**src/rtl/wish_pkg.sv**
```systemverilog
// Shared state encodings, default widths and round-robin distance helper for the
// Wishbone source arbiter.
package wish_pkg;

    typedef enum logic [1:0] {
        ST_IDLE  = 2'd0,
        ST_OWN   = 2'd1,
        ST_DRAIN = 2'd2
    } wish_state_e;

    localparam int DEF_NUM_SRC    = 4;
    localparam int DEF_DATA_WIDTH = 32;
    localparam int DEF_TGC_WIDTH  = 2;
    localparam int DEF_MAX_OUT    = 4;
    localparam int OUT_W          = 4;

    // Priority distance of idx behind last: last+1 -> 0, last -> n-1.
    function automatic int rr_dist(input int idx, input int last, input int n);
        int d;
        d = idx + n - 1 - last;
        if (d >= n) d = d - n;
        return d;
    endfunction

endpackage

```
**src/rtl/wish_rr_pick.sv**
```systemverilog
// Round-robin winner select: first requester after i_last, wrapping; purely
// combinational, zero latency, no backpressure.
module wish_rr_pick
    import wish_pkg::*;
#(
    parameter int NUM_SRC = DEF_NUM_SRC,
    parameter int IW      = $clog2(NUM_SRC)
) (
    input  logic [NUM_SRC-1:0] i_req,
    input  logic [IW-1:0]      i_last,
    output logic [NUM_SRC-1:0] o_win,
    output logic               o_vld
);

    int w_best;

    always_comb begin
        o_win  = '0;
        o_vld  = 1'b0;
        w_best = NUM_SRC;
        for (int i = 0; i < NUM_SRC; i++) begin
            if (i_req[i] && (rr_dist(i, int'(i_last), NUM_SRC) < w_best)) begin
                w_best   = rr_dist(i, int'(i_last), NUM_SRC);
                o_win    = '0;
                o_win[i] = 1'b1;
                o_vld    = 1'b1;
            end
        end
    end

endmodule

```
**src/rtl/wish_rr_arb.sv**
```systemverilog
// Round-robin Wishbone pipelined arbiter: 1-cycle grant latency, combinational m_* path,
// m_stall_i and the outstanding limit stall the owner; non-owners are always stalled.
module wish_rr_arb
    import wish_pkg::*;
#(
    parameter int NUM_SRC    = DEF_NUM_SRC,
    parameter int DATA_WIDTH = DEF_DATA_WIDTH,
    parameter int TGC_WIDTH  = DEF_TGC_WIDTH,
    parameter int MAX_OUT    = DEF_MAX_OUT
) (
    input  logic                          clk_i,
    input  logic                          rst_ni,
    input  logic [NUM_SRC-1:0]            s_cyc_i,
    input  logic [NUM_SRC-1:0]            s_stb_i,
    input  logic [NUM_SRC*DATA_WIDTH-1:0] s_dat_i,
    input  logic [NUM_SRC*TGC_WIDTH-1:0]  s_tgc_i,
    output logic [NUM_SRC-1:0]            s_ack_o,
    output logic [NUM_SRC-1:0]            s_stall_o,
    output logic                          m_cyc_o,
    output logic                          m_stb_o,
    output logic [DATA_WIDTH-1:0]         m_dat_o,
    output logic [TGC_WIDTH-1:0]          m_tgc_o,
    input  logic                          m_ack_i,
    input  logic                          m_stall_i,
    output logic [NUM_SRC-1:0]            gnt_o
);

    localparam int               IW      = $clog2(NUM_SRC);
    localparam logic [OUT_W-1:0] OUT_MAX = OUT_W'(MAX_OUT);

    wish_state_e           r_state;
    wish_state_e           w_state_nxt;
    logic [NUM_SRC-1:0]    r_gnt;
    logic [IW-1:0]         r_last;
    logic [OUT_W-1:0]      r_out;
    logic [NUM_SRC-1:0]    w_win;
    logic                  w_win_vld;
    logic [IW-1:0]         w_gnt_idx;
    logic [DATA_WIDTH-1:0] w_g_dat;
    logic [TGC_WIDTH-1:0]  w_g_tgc;
    logic                  w_g_cyc;
    logic                  w_g_stb;
    logic                  w_own;
    logic                  w_drain;
    logic                  w_full;
    logic                  w_inc;
    logic                  w_dec;
    logic                  w_release;

    wish_rr_pick #(.NUM_SRC(NUM_SRC), .IW(IW)) u_pick (
        .i_req  (s_cyc_i),
        .i_last (r_last),
        .o_win  (w_win),
        .o_vld  (w_win_vld)
    );

    // One-hot AND-OR mux of the granted source.
    always_comb begin
        w_g_dat   = '0;
        w_g_tgc   = '0;
        w_gnt_idx = '0;
        for (int i = 0; i < NUM_SRC; i++) begin
            w_g_dat |= s_dat_i[i*DATA_WIDTH +: DATA_WIDTH] & {DATA_WIDTH{r_gnt[i]}};
            w_g_tgc |= s_tgc_i[i*TGC_WIDTH +: TGC_WIDTH] & {TGC_WIDTH{r_gnt[i]}};
            if (r_gnt[i]) w_gnt_idx = IW'(i);
        end
    end

    assign w_g_cyc   = |(s_cyc_i & r_gnt);
    assign w_g_stb   = |(s_stb_i & r_gnt);
    assign w_own     = (r_state == ST_OWN);
    assign w_drain   = (r_state == ST_DRAIN);
    assign w_full    = (r_out == OUT_MAX);
    assign w_inc     = m_stb_o & ~m_stall_i;
    assign w_dec     = m_ack_i & (r_out != '0);
    assign w_release = (r_state != ST_IDLE) && (w_state_nxt == ST_IDLE);

    always_ff @(posedge clk_i or negedge rst_ni) begin
        if (!rst_ni) r_state <= ST_IDLE;
        else         r_state <= w_state_nxt;
    end

    always_comb begin
        w_state_nxt = r_state;
        case (r_state)
            ST_IDLE:  if (w_win_vld) w_state_nxt = ST_OWN;
            ST_OWN:   if (!w_g_cyc) w_state_nxt = (r_out == '0) ? ST_IDLE : ST_DRAIN;
            ST_DRAIN: if (r_out == '0) w_state_nxt = ST_IDLE;
            default:  w_state_nxt = ST_IDLE;
        endcase
    end

    always_comb begin
        m_cyc_o   = w_own | w_drain;
        m_stb_o   = w_own & w_g_cyc & w_g_stb & ~w_full;
        m_dat_o   = w_own ? w_g_dat : '0;
        m_tgc_o   = w_own ? w_g_tgc : '0;
        s_ack_o   = w_own ? (r_gnt & {NUM_SRC{m_ack_i}}) : '0;
        s_stall_o = w_own ? (~r_gnt | {NUM_SRC{m_stall_i | w_full}}) : '1;
        gnt_o     = r_gnt;
    end

    // Acks beyond the outstanding count are dropped so the counter cannot wrap.
    always_ff @(posedge clk_i or negedge rst_ni) begin
        if (!rst_ni) begin
            r_out  <= '0;
            r_gnt  <= '0;
            r_last <= IW'(NUM_SRC - 1);
        end else begin
            if (w_inc && !w_dec)      r_out <= r_out + OUT_W'(1);
            else if (!w_inc && w_dec) r_out <= r_out - OUT_W'(1);

            if ((r_state == ST_IDLE) && w_win_vld) begin
                r_gnt <= w_win;
            end else if (w_release) begin
                r_gnt  <= '0;
                r_last <= w_gnt_idx;
            end
        end
    end

endmodule

```
**config.mk**
```make
export PLATFORM = sky130hd
export DESIGN_NAME = wish_rr_arb
export DESIGN_NICKNAME = d
export VERILOG_FILES = /design/src/rtl/wish_pkg.sv /design/src/rtl/wish_rr_pick.sv /design/src/rtl/wish_rr_arb.sv
export SDC_FILE = /design/constraint.sdc
export NUM_CORES = 1
export LEC_CHECK = 0
export CORE_AREA = 2 2 77 79
export DETAILED_ROUTE_END_ITERATION = 16
export DIE_AREA = 0 0 79 81
export DONT_BUFFER_PORTS = 1
export GPL_TIMING_DRIVEN = 1
export SLEW_MARGIN = 20
export SYNTH_ARGS = -nofsm -noshare
export SYNTH_HDL_FRONTEND = slang
export SYNTH_HIERARCHICAL = 1
export SYNTH_SLANG_ARGS = --single-unit
export TNS_END_PERCENT = 5
```
**constraint.sdc**
```tcl
create_clock -name clk_i -period 9.3 [get_ports clk_i]
set_input_delay 2.79 -clock clk_i [delete_from_list [all_inputs] [get_ports clk_i]]
set_output_delay 2.79 -clock clk_i [all_outputs]
set_load 0.01 [all_outputs]
```
* Word level (Yosys, flattened, before mapping)
Cells that the tools add are included.
Storage, ports and cells: latch bits 0, memories 0, RAM bits 0, ROM bits 0, register bits after elaboration 12
Operators by class: shift operators 0, mux-type cells 31, bitwise gates (word level) 29, $add $sub $neg 10, div/mod/pow operators 0, order comparisons 8, multipliers 0, reduce and logical (&&, ||, !) cells 20, eq/ne operators 3
Operators by type and width (count):
- two-way mux 32 bit | 8
- bitwise AND 32 bit | 4
- greater-or-equal comparator 32 x 4 -> 1 bit, second input constant | 3
- < comparator 32 bit | 3
- bitwise OR 32 bit | 3
- subtractor 32 x 4 -> 32 bit, second input constant | 3
- < comparator 32 x 4 -> 1 bit, second input constant | 1
- two-way mux 4 bit | 7
- two-way mux 2 bit | 8
- bitwise AND 4 bit | 3
- subtractor 3 x 2 -> 4 bit, first input constant | 3
- bitwise AND 2 bit | 4
- logical AND 1 bit | 8
- OR reduction 4 bit | 2
- two-way mux 1 bit | 6
- bitwise OR 2 bit | 3
- one-hot mux 2 bit (3 select lines) | 1
- nonzero test 2 bit | 3
- bitwise AND 1 bit | 5
- subtractor 3 x 4 -> 5 bit, second input constant | 1
- adder 4 x 1 -> 4 bit, second input constant | 1
- equality test 4 x 3 -> 1 bit, second input constant | 1
- greater-or-equal comparator 3 x 4 -> 1 bit, second input constant | 1
- logical NOT 2 bit | 2
- 13 further kinds | 17

* Logic depth before layout (Yosys ltp)
Gate-level depths: netlist of run 1.
depth in word-level cells 21, gate-level depth with buffers 26, depth with buffers taken out 26

* By module
The synthesis of run 1 kept the hierarchy.
By module, submodules not included:
- wish_rr_arb | cells each 208, sequential area each 302.8 sq um, times used 1, area each 1597.8 sq um
- wish_rr_pick | cells each 60, sequential area each 0.0 sq um, times used 1, area each 480.5 sq um

* Least setup slack after synthesis of run 1
OpenSTA, ideal clock, no wires.
path kind input -> register, start point in s_cyc_i[0], end point reg r_gnt[0] (netlist: gnt_o[0]), cell stages on the path 23, buffers on the path 0, slack 1.896 ns, arrival 7.321 ns, cell sequence nand2_1 > ha_1 > and2_1 > a311o_1 > nand2_1 > mux2_2 > ha_1 > and2b_1 > o21a_1 > a211oi_2 > o21ai_2 > mux2_1 > ha_1 > nor2b_1 > a311oi_1 > o21a_1 > nor2_1 > or4b_1 > nor2b_1 > o21ai_4 > a31oi_4 > a311oi_4 > o21ai_0
On the way: cells in the longest elaborated chain, start to end 16, elaborated cells between the ends (all ways) 28
RTL lines:
- start, declared | line wish_rr_arb.sv:13 | input logic [NUM_SRC-1:0] s_cyc_i,
- logical AND 1 bit * | line wish_rr_pick.sv:22 | if (i_req[i] && (rr_dist(i, int'(i_last), NUM_SRC) < w_best)) begin
- two-way mux 32 bit | line wish_rr_pick.sv:22
- < comparator 32 bit | line wish_rr_pick.sv:22
- logical AND 1 bit | line wish_rr_pick.sv:22
- two-way mux 32 bit | line wish_rr_pick.sv:22
- < comparator 32 bit | line wish_rr_pick.sv:22
- logical AND 1 bit | line wish_rr_pick.sv:22
- two-way mux 32 bit | line wish_rr_pick.sv:22
- (+2 left out)
- two-way mux 1 bit * | line wish_rr_pick.sv:22
- net w_win_vld | line wish_rr_arb.sv:37 | logic w_win_vld;
- two-way mux 2 bit * | line wish_rr_arb.sv:86 | ST_IDLE: if (w_win_vld) w_state_nxt = ST_OWN;
- one-hot mux 2 bit (3 select lines) * | line wish_rr_arb.sv:85 | case (r_state)
- net w_state_nxt[1] | line wish_rr_arb.sv:32 | wish_state_e w_state_nxt;
- logical NOT 2 bit * | line wish_rr_arb.sv:76 | assign w_release = (r_state != ST_IDLE) && (w_state_nxt == ST_IDLE);
- logical AND 1 bit * | line wish_rr_arb.sv:76
- nonzero test 2 bit (no line) *
- end signal, assigned | line wish_rr_arb.sv:114 | r_gnt <= w_win;
- end, declared | line wish_rr_arb.sv:33 | logic [NUM_SRC-1:0] r_gnt;
The timed path passes the listed nets; every way through them passes the cells marked *. A chain may end at the register's enable or synchronous reset.

* Final worst setup path of run 1
start point in s_cyc_i[0], end point reg r_gnt[3] (netlist: gnt_o[3])
Same word-level chain as after synthesis.

==> results of run 1 <==
[worst max path at each step]
| stage | startpoint | to |
|---|---|---|
| 2_1_floorplan | s_cyc_i[0] | gnt_o[0]$_DFFE_PN0P_ |
| 3_3_place_gp | s_cyc_i[0] | r_last[0]$_DFFE_PN1P_ |
| 3_5_place_dp | s_cyc_i[0] | gnt_o[3]$_DFFE_PN0P_ |
| 4_1_cts | s_cyc_i[0] | gnt_o[3]$_DFFE_PN0P_ |
| 5_1_grt | s_cyc_i[0] | r_last[1]$_DFFE_PN1P_ |
| 6_report | s_cyc_i[0] | gnt_o[3]$_DFFE_PN0P_ |
[state kept, by name, indices dropped and copies added, names as in the netlist]
register / flops
gnt_o: 4
r_last: 2
r_state: 2
r_out: 4
[kinds of logic after synthesis]
group                      Yosys count
AOI/OAI and AO/OA                  135
and+or+nand+nor                     52
buffers and inverters               36
adders and majority gates           22
DFF                                 12
muxes                                7
xor gates and xnor gates             4
[final cells by class]
class,instances,share of cell area
Clock buffer,4,0.02523
Sequential cell,12,0.1388
Inverter,16,0.02752
Multi-Input combinational cell,220,0.7517
Timing Repair Buffer,4,0.01376
Tap cell,75,0.04300
[critical path, stage by stage]
cell and delay (ps):
nand2_1 50, ha_1 190, and2_1 140, a311o_1 360, nand2_1 140, mux2_2 360, ha_1 290, and2b_1 160
o21a_1 180, a211oi_2 260, o21ai_2 150, mux2_1 340, ha_1 300, nor2b_1 60, a311oi_1 260, o21a_1 220
nor2_1 70, or4b_1 620, nor2b_1 250, o21ai_4 80, a31oi_4 170, a311oi_4 100, o21ai_0 190
[layout by cell type (no fill, tap or decap), types with 2 or more instances in the layout]
cell type and n:
buf_4 4, ha_1 21, a22oi_1 70, and2_1 3, nand3_1 5, inv_1 15, xnor2_1 3, mux2_1 3
mux2_2 2, and3_1 5, nor2b_1 4, nand2_1 17, mux2i_1 2, a21oi_1 39, o21ai_0 7, dfrtp_1 10
o21a_1 2, nor2_1 5, nor3_1 2, clkbuf_8 4, dfstp_2 2
[through the flow]
stage,total power [mW],instance area [µm²],hold slack (ps),cells
5_1_grt,0.7067,2182,554.6,331
4_1_cts,0.6384,2182,519.7,331
2_1_floorplan,0.4895,2078,476.8,268
3_5_place_dp,0.5815,2127,511.7,327
3_3_place_gp,0.5673,2127,506.7,327
6_report,0.6369,2182,514.2,331
[layer usage]
layer	global-route usage	vias to the layer above	wire length (µm)
met5	0	-	0
met4	0.01379	0	49
met3	0.04222	6	634
met2	0.3407	137	3531
met1	0.2716	1090	2985
li1	-	1015	-
[power by group through the flow]
stage / Combinational (mW) / Clock [mW] / Sequential (mW)
global route: 0.524 / 0.0619 / 0.121
floorplan: 0.387 / 0 / 0.103
detailed placement: 0.467 / 0 / 0.115
global placement: 0.453 / 0 / 0.115
CTS: 0.466 / 0.0576 / 0.115
finish: 0.466 / 0.0569 / 0.114
==> results.toml, run 1 <==
[outcome]
status = "finished clean"

[finish]
syn2layout_area_growth_pct = 4.997
fillers = 608
multi_input_area_um2 = 1640
final_util = 0.3845
n_antenna_cell = 0
seq_area_um2 = 302.8
nets = 427
drive_above_1_share = 0.08203

[setup_path]
critPathLaunchType = "primary input"
reg2reg_to = "gnt_o[3]$_DFFE_PN0P_"
end_kind = "flip-flop"
r2r_start = "r_last[0]$_DFFE_PN1P_"
rrSetupSlack_ps = 3130
critPathKind = "in -> reg"
ff2ff_path_depth = 26
crit_path_max_fanout = 8
cp.required_ps = 9460
cp.arrival_ps = 7740

[clock_network]
cts_sinks = 12
clock_path_buffers = 2
cts_buffers = 3
cts_resized = 0
clk_pin_slew_worst_paths_ps = 60
cts_tree = "built"
htreeDepth = 1
postCtsSetupBuffers = 0
cts_root_buffer = "clkbuf_8"
hold_buffers = 0
insertion_delay_ps = 240

[hold_path]
hold_path_class = "reg -> reg"
holdPathStages = 2
min_to = "r_last[0]$_DFFE_PN1P_"
hp-start = "r_last[0]$_DFFE_PN1P_"

[pwr]
power_frac_clock = 0.089
peakVddDrop_v = 0.0001448
switching_power_uw = 339.4
p_leak_nw = 0.7639
power_density_nw_per_um2 = 291.9
pwr-share-seq = 0.179
swShare = 0.5329
combPwrFrac = 0.732
intPower_uw = 297.5

[die]
die_w_um = 79
core.rowCount = 28
ios = 196
die_h_um = 81
core-area_um2 = 5675
start_util = 0.3662
die_area_um2 = 6399

[detailed_routing]
wire_per_inst_um = 21.75
first_pass_iters = 5
dr_total_vias = 2248
wl_um = 7200
via_per_inst = 6.792
drc = 0
first_iter_violations = 123
ant_nets = 0

[global_route]
grt_overflow = 0
grt_max_degree = 41
grt_pass1_vias = 1868
grt_pass1_wl_um = 9991
antenna_found_initial = 0
grt_usage = 0.1995

[sta]
hold_viol = 0
worst_pin_slew_ps = 932.7
fin_skew_ps = 3.647
setup_violations = 0
fin_crit_ps = 7580
fmax_mhz = 131.9
rsz0062_at_grt = "false"
fin_crit_sh = 0.8150
slew_headroom = 0.3743
drv_slew = 0
setup_ws_ps = 1720
finalSetupTns_ps = 0

[synth]
yosysMostFrequentCell = "a22oi_1"
synth_largest_area_cell = "a22oi_1"
synth.area.mux_share = 0.03672
synth-xor-area-share = 0.01686
synth_top_family_by_area = "compound AO/OA/AOI/OAI gates"
synthFlopType = "dfrtp_1"
synth_top_area_share = 0.2529
synth_commonest_cells = "a22oi_1, a21oi_1, ha_1"
ys_seq_elements = 12
syn_nets = 438
synth_cell_type_count = 52
synthTopCellsByArea = "a22oi_1, ha_1, dfrtp_1, a21oi_1, clkbuf_1"
ys_seq_area_frac = 0.1457
yosys.area_share.simple = 0.1379
synth-async-reset-ratio = 1.000
avgSynthCellArea_um2 = 7.755
yosysWarnings = 6
syn_area_um2 = 2078
synthAdderAreaFrac = 0.1361
synth_compound_area_frac = 0.4618
synth_edf_count = 0
netlist_instances = 268

[job]
cap_viol_max_count = 0

[placement]
gp_congestion = 0.8804
port-buffer-count = 0
dpl.hpwl_um = 5694
place_ws_ps = 1486
Power figures use the tool's default switching activity.
==> run 2: changes to the inputs <==
Clock period 9.3 ns to 6.14 ns, I/O delays scaled along.
==> results.toml, run 2 (synthesis results as in run 1) <==
[outcome]
status = "finished clean"

[placement]
port-buffer-count = 0
place_area_um2 = 2248
dpl.hpwl_um = 5717
place_ws_ps = -272.8
gp_congestion = 0.9318

[sta]
slew_headroom = 0.3168
hold_viol = 0
setup_violations = 0
fmax_mhz = 163.2
fin_skew_ps = 1.515
fin_crit_sh = 0.9980
worst_pin_slew_ps = 1018
fin_crit_ps = 6128
setup_ws_ps = 12.26
drv_slew = 0
rsz0062_at_grt = "true"

[detailed_routing]
dr_total_vias = 2266
first_pass_iters = 5
via_per_inst = 6.549
drc = 0
first_iter_violations = 114
wire_per_inst_um = 21.65
ant_nets = 0
wl_um = 7492

[clock_network]
htreeDepth = 1
clk_pin_slew_worst_paths_ps = 50
cts_buffers = 3
cts_sinks = 12
cts_root_buffer = "clkbuf_8"
insertion_delay_ps = 240
clock_path_buffers = 2
hold_buffers = 0
cts_tree = "built"

[die]
die_area_um2 = 6399
die_w_um = 79
ios = 196
start_util = 0.3662
core-area_um2 = 5675
die_h_um = 81
core.rowCount = 28

[finish]
final_util = 0.4317
syn2layout_area_growth_pct = 17.88
design_area_um2 = 2450
drive_above_1_share = 0.1993
nets = 442
final_common_cell = "a22oi_1"
mostFrequentLayoutCells = "a22oi_1, a21oi_1, buf_4"
n_antenna_cell = 0

[global_route]
antenna_found_initial = 0
use_met2 = 0.3475
grt-busiest-layer = "met2"
grt_pass1_vias = 1955
grt_pass1_wl_um = 10100
grt_util_met3 = 0.04222
grt_usage = 0.2060
grt_overflow = 0
grt_max_degree = 41
met1_usage = 0.2679

[pwr]
p_leak_nw = 0.8731
peakVddDrop_v = 0.0002237
power_density_nw_per_um2 = 472.1

[hold_path]
hp-start = "r_out[3]$_DFFE_PN0P_"
hold_path_class = "reg -> reg"

[setup_path]
critPathLaunchType = "primary input"
cp.arrival_ps = 6300
r2r_start = "r_last[1]$_DFFE_PN1P_"
critPathLaunch = "s_cyc_i[0]"
end_kind = "flip-flop"
critPathKind = "in -> reg"
cp.required_ps = 6310
crit_path_max_fanout = 8

[job]
cap_viol_max_count = 0
-- run 2: layer usage --
metal	share of wire	wire, µm
met1	0.39	2909
met2	0.49	3699
met3	0.11	815
met4	0.0091	68
met5	0	0
-- run 2: through the flow --
stage / total power [mW] / hold slack (ps) / setup TNS [ps] / std cells
detailed placement: 0.9685 / 518.2 / -1423 / 336
floorplan: 0.7844 / 476.8 / -753.7 / 268
global placement: 0.9511 / 507.5 / -817.8 / 336
global route: 1.264 / 564.2 / -897.8 / 346
CTS: 1.070 / 528.9 / 0 / 340
finish: 1.157 / 524.1 / 0 / 346
-- run 2: cell type report --
cell class	instances	area [µm²]
clock buffer	4	55.05
sequential	12	302.8
multi-input combinational	220	1795
inverter	16	60.06
fill	595	3226
tap	75	93.84
timing repair buffer	19	142.6
-- run 2: final timing paths --
check | end | slack, ps | cells after the start
setup / recovery | r_last[0]$_DFFE_PN1P_ | 10 | 23
hold / removal | r_out[3]$_DFFE_PN0P_ | 520 | 1
setup reg to reg | r_last[0]$_DFFE_PN1P_ | 230 | 26
hold reg to reg | r_out[3]$_DFFE_PN0P_ | 520 | 1
max in group asynchronous | r_last[0]$_DFFE_PN1P_ | 4680 | 0
min in group asynchronous | r_out[2]$_DFFE_PN0P_ | 1290 | 0
-- run 2: report_power, final --
part           total (mW)  leakage, nW  internal (mW)  switching [mW]
combinational       0.884        0.697          0.409           0.475
clock              0.0868       0.0288         0.0567          0.0300
sequential          0.186        0.147          0.115          0.0705
-- run 2: timing repair --
action,in CTS,in global routing
setup buffers,0,6
resized for setup,2,16
setup endpoints to repair,2,7
cloned,0,0
pin swaps,2,18
-- run 2: critical path, cell delays in order --
cell      delay [ps]
nand2_8           40
ha_4             160
and2_4           130
a311o_1          360
nand2_2          100
mux2_4           330
ha_4             240
and2b_1          150
o21a_1           180
a211oi_2         300
o21ai_4          140
mux2_4           330
ha_4             280
nor2b_4           40
a311oi_2         230
o21a_1           180
nor2_2            50
or4b_4           540
nor2b_4          150
o21ai_4           70
a31oi_4          180
a311oi_4          80
mux2i_1          190
==> edit 1, RTL diff (settings of run 2) <==
Set the package constant `DEF_DATA_WIDTH` to 16 (it was 32).
--- a/src/rtl/wish_pkg.sv
+++ b/src/rtl/wish_pkg.sv
@@ -9,7 +9,7 @@
     } wish_state_e;
 
     localparam int DEF_NUM_SRC    = 4;
-    localparam int DEF_DATA_WIDTH = 32;
+    localparam int DEF_DATA_WIDTH = 16;
     localparam int DEF_TGC_WIDTH  = 2;
     localparam int DEF_MAX_OUT    = 4;
     localparam int OUT_W          = 4;
Interface: changed (resized m_dat_o and s_dat_i); port bits go from 196 to 116. No check against the original RTL was run, so the function may have changed too.
==> edit 1 against run 2 <==
  * Sequential power is 6% higher
  * Worst setup slack better by 0.29 ns
  * Final cell count is 17% lower
  * Cell area is 24% lower
  * Power is 24% lower
  * Via count is 26% lower
  * Clock skew is 0.00059 ns higher
  * Utilization is 10 points lower
  * Synthesized area is 17% lower
  * Wire length is 36% lower
  * Sequential cell count stayed put
  * Register-to-register slack better by 0.60 ns
  * Sequential share of layout area is 3.9 points higher
  * Global-route usage is 7.0 points lower
  * Largest power group unchanged
==> edit 1: results (changes against run 2) <==
[outcome]
status=complete, no violations

[grt]
grt_usage=0.136  ; -0.0702
grt_pass1_wl_mm=6.93  ; -31%
grt_use_met2=0.215  ; -0.132
grtUsageMet3=0.0389  ; -0.00333
grt_max_degree=27  ; -34%
grt_pass1_vias=1424  ; -27%
grtUsageMet1=0.191  ; -0.0769

[finish]
fin_nets=318  ; -28%
drive_gt1_frac=0.114  ; -0.0855
diodes=0  ; unchanged
num-fill-cells=611  ; +2.7%

[min_path]
min_to=r_out[3]

[setup_path]
reg2reg_depth=23  ; -12%
crit_path_max_incr_delay_ns=0.45  ; -0.09 ns
rr_startpoint=r_last[1]
crit_path_end=r_last[1]
cp_slowest_cell=or4_1
setup.reg_to_reg.worst_slack_ns=0.83  ; +0.60 ns

[cts]
htreeDepth=1  ; unchanged
insertion_delay_ns=0.24  ; about the same
cts_resized=0  ; -2
root_buffer=clkbuf_8

[pwr]
power.internal_uw=433  ; -25%
total_leakage_power_nw=0.711  ; -19%
share_seq_of_total_power=0.226  ; +0.065
p_comb_frac=0.676  ; -0.088
ir_worst_vdd_uv=253  ; +13%

[placement]
place_inst=282  ; -16%
gp_congestion=0.825  ; -11%
place_hpwl_mm=3.81  ; -33%

[route]
vias=1676  ; -26%
wl_met1_mm=2.06  ; -29%
dr.pass1.iters=4  ; -1
wl_met3_um=335  ; -59%
wl_met2_mm=2.35  ; -36%
drt_wl_total_mm=4.79  ; -36%
drt_iter0_drc=108  ; -5.3%
routed_via_density=5.86  ; -11%

[yosys]
synthMuxAreaShare=0.0412  ; +0.00443
synth_fa_ha_area_frac=0.163  ; +0.0271
synth_compound_area_frac=0.362  ; -0.0993
synthArstFlopShare=1.00  ; unchanged
syn_inst=215  ; -20%
yosys-top-cells-area=a22oi_1, ha_1, dfrtp_1, a21oi_1, nand2_1
synthXorXnorAreaFrac=0.0202  ; +0.00336
ys_seq_area_frac=0.175  ; +0.0290
synth_cell_types=47  ; -9.6%
synth_common_cells=a22oi_1, nand2_1, a21oi_1, ha_1, inv_1

[sta]
fin_skew_ns=0.00210  ; +0.000586 ns
slew_headroom=0.391  ; +0.0739
hold_ws_ns=0.529  ; +0.00509 ns

==> edit 1: changes by cell type after synthesis, moves of 2 or more <==
cell,before,now
a22oi_1,70,37
o21ai_1,1,5
buf_1,2,0
o21a_1,2,0
nand2_1,17,23
clkbuf_1,18,12
mux2_1,3,0
a21oi_1,39,21
o21ai_0,7,5
mux2_4,0,2
inv_1,15,17
==> edit 1: layout make-up <==
type | instances | area [µm²] | share of cell area
Clock buffer | 4 | 55.1 | 0.0295
Inverter | 17 | 63.8 | 0.0342
Multi-Input combinational cell | 174 | 1320 | 0.708
Sequential cell | 12 | 303 | 0.162
Tap cell | 75 | 93.8 | 0.0503
Timing Repair Buffer | 4 | 30.0 | 0.0161
==> edit 1: per-stage QoR <==
step	power [mW]	area (µm²)	worst slack, ns
after floorplan	0.669	1730	0.140
after global placement	0.783	1810	0.129
after detailed placement	0.793	1810	0.0261
after CTS	0.883	1870	0.253
after global routing	0.975	1870	0.0229
final	0.879	1870	0.299
==> edit 2, RTL diff (flow settings as in run 2) <==
Without the edit above. The 3 states of `wish_state_e` get a one-hot encoding in 3 bits.
--- a/src/rtl/wish_pkg.sv
+++ b/src/rtl/wish_pkg.sv
@@ -2,10 +2,10 @@
 // Wishbone source arbiter.
 package wish_pkg;
 
-    typedef enum logic [1:0] {
-        ST_IDLE  = 2'd0,
-        ST_OWN   = 2'd1,
-        ST_DRAIN = 2'd2
+    typedef enum logic [2:0] {
+        ST_IDLE  = 3'b001,
+        ST_OWN   = 3'b010,
+        ST_DRAIN = 3'b100
     } wish_state_e;
 
     localparam int DEF_NUM_SRC    = 4;
Check against the original RTL: no difference found for any inputs over 10 cycles, from zero or initial values and one cycle with rst_ni low; not proved beyond that.
==> edit 2 against run 2 <==
  * Worst setup slack better by 0.41 ns
  * Sequential share of layout area up 2.6 points
  * Die area unchanged
  * Synthesized area up 1.6%
  * Clock skew about the same
  * Non-clock buffer count down 14
  * Sequential cell count up 1
  * Power down 19%
  * Wire length down 4.6%
  * Highest routed layer is now met5
  * Cell area down 10%
  * Largest power group unchanged
  * Count of clock-buffer cells in the layout unchanged
  * Largest cell class unchanged
==> edit 2: results (changes against run 2) <==
[outcome]
status=complete, no violations

[sta]
fin_skew_ns=0.00193  ; +0.000418 ns
period_minus_slack_ns=5.72  ; -0.408 ns
slew_headroom=0.545  ; +0.229

[grt]
antenna_found_initial=2  ; +2
grt_pass1_vias=1882  ; -3.7%
grt_usage=0.202  ; -0.00361
grt_max_degree=38  ; -7.3%

[yosys]
synth_cell_types=51  ; -1.9%
yosys-top-cells-area=a22oi_1, dfrtp_1, ha_1, a21oi_1, mux2i_1
synthArstFlopShare=1.00  ; unchanged
ys_seq_area_frac=0.156  ; +0.0102
synth_common_cells=a22oi_1, a21oi_1, clkbuf_1
postSynthAreaPerCell_um2=7.76  ; about the same
synthXorXnorAreaFrac=0.00830  ; -0.00856
synth_fa_ha_area_frac=0.110  ; -0.0258
synthMuxAreaShare=0.0504  ; +0.0137
synth_compound_area_frac=0.430  ; -0.0320

[placement]
place_inst=330  ; -1.8%
place_hpwl_mm=5.69  ; -0.44%
post-place-ws_ns=0.0543  ; +0.327 ns
gp_congestion=0.870  ; -6.6%
place_area_um2=2150  ; -4.3%

[pwr]
ir_worst_vdd_uv=139  ; -38%
total_leakage_power_nw=0.720  ; -18%

[finish]
num-fill-cells=598  ; +0.50%
drive_gt1_frac=0.100  ; -0.0989
instances_no_fill=334  ; -3.5%
multi_input_area_um2=1660  ; -7.7%
fin_nets=426  ; -3.6%

[route]
routed_via_density=6.76  ; +3.2%
drt_wl_total_mm=7.15  ; -4.6%
drt_iter0_drc=144  ; +26%

[min_path]
worstHoldStart=r_last[1]

[setup_path]
crit_fanout=9  ; +1
rr_startpoint=r_last[1]
cp_data_arrival_time_ns=5.84  ; -0.46 ns

[cts]
cts_resized=0  ; -2

==> edit 2: where the power goes <==
group          leakage [nW]  internal (mW)  switching, mW  total [mW]
clock network        0.0228         0.0460         0.0338      0.0799
registers             0.160          0.128         0.0865       0.215
logic                 0.537          0.267          0.372       0.639
total                 0.720          0.441          0.492       0.934
==> edit 2: kinds of logic after synthesis <==
logic type | count (synthesis)
DFF | 13
and+or+nand+nor | 67
buffers and inverters | 32
adders and majority gates | 18
muxes | 10
AOI/OAI and AO/OA | 130
xor gates and xnor gates | 2
==> edit 2: final timing paths <==
kind                              end  slack, ns  depth (start not counted)
setup / recovery             gnt_o[1]       0.42                         19
hold / removal              r_last[1]       0.52                          2
hold reg to reg             r_last[1]       0.52                          2
setup reg to reg             gnt_o[1]       0.95                         20
min in group asynchronous  r_state[1]       1.28                          0
max in group asynchronous  r_state[0]       4.69                          0
==> edit 2: metal layers <==
layer  global-route usage  routed length (µm)  vias to the layer above  part of all wire
li1                     -                   -                     1026                 -
met4               0.0621                 155                        4             0.022
met1                0.265                2820                     1058              0.39
met2                0.317                3320                      150              0.46
met5                    0                  27                        -            0.0038
met3               0.0667                 825                       19              0.12
==> edit 2: critical path: stages <==
cell      delay, ns
nand2_1        0.05
ha_1           0.27
and2_0         0.14
a221oi_2       0.35
or2_1          0.23
a21oi_2        0.09
ha_1           0.27
o21ai_0        0.06
a21oi_1        0.24
nor2b_2        0.30
mux2i_1        0.22
ha_1           0.27
nor4b_1        0.16
o21ai_0        0.27
nand2_1        0.13
or4_1          0.50
nand3_2        0.19
mux2i_1        0.21
nor2_1         0.06
==> edit 2: cell type report <==
type | instances | share of cell area
clock buffer | 4 | 0.0205
sequential | 13 | 0.150
inverter | 10 | 0.0171
multi-input combinational | 227 | 0.753
tap | 75 | 0.0426
timing repair buffer | 5 | 0.0171
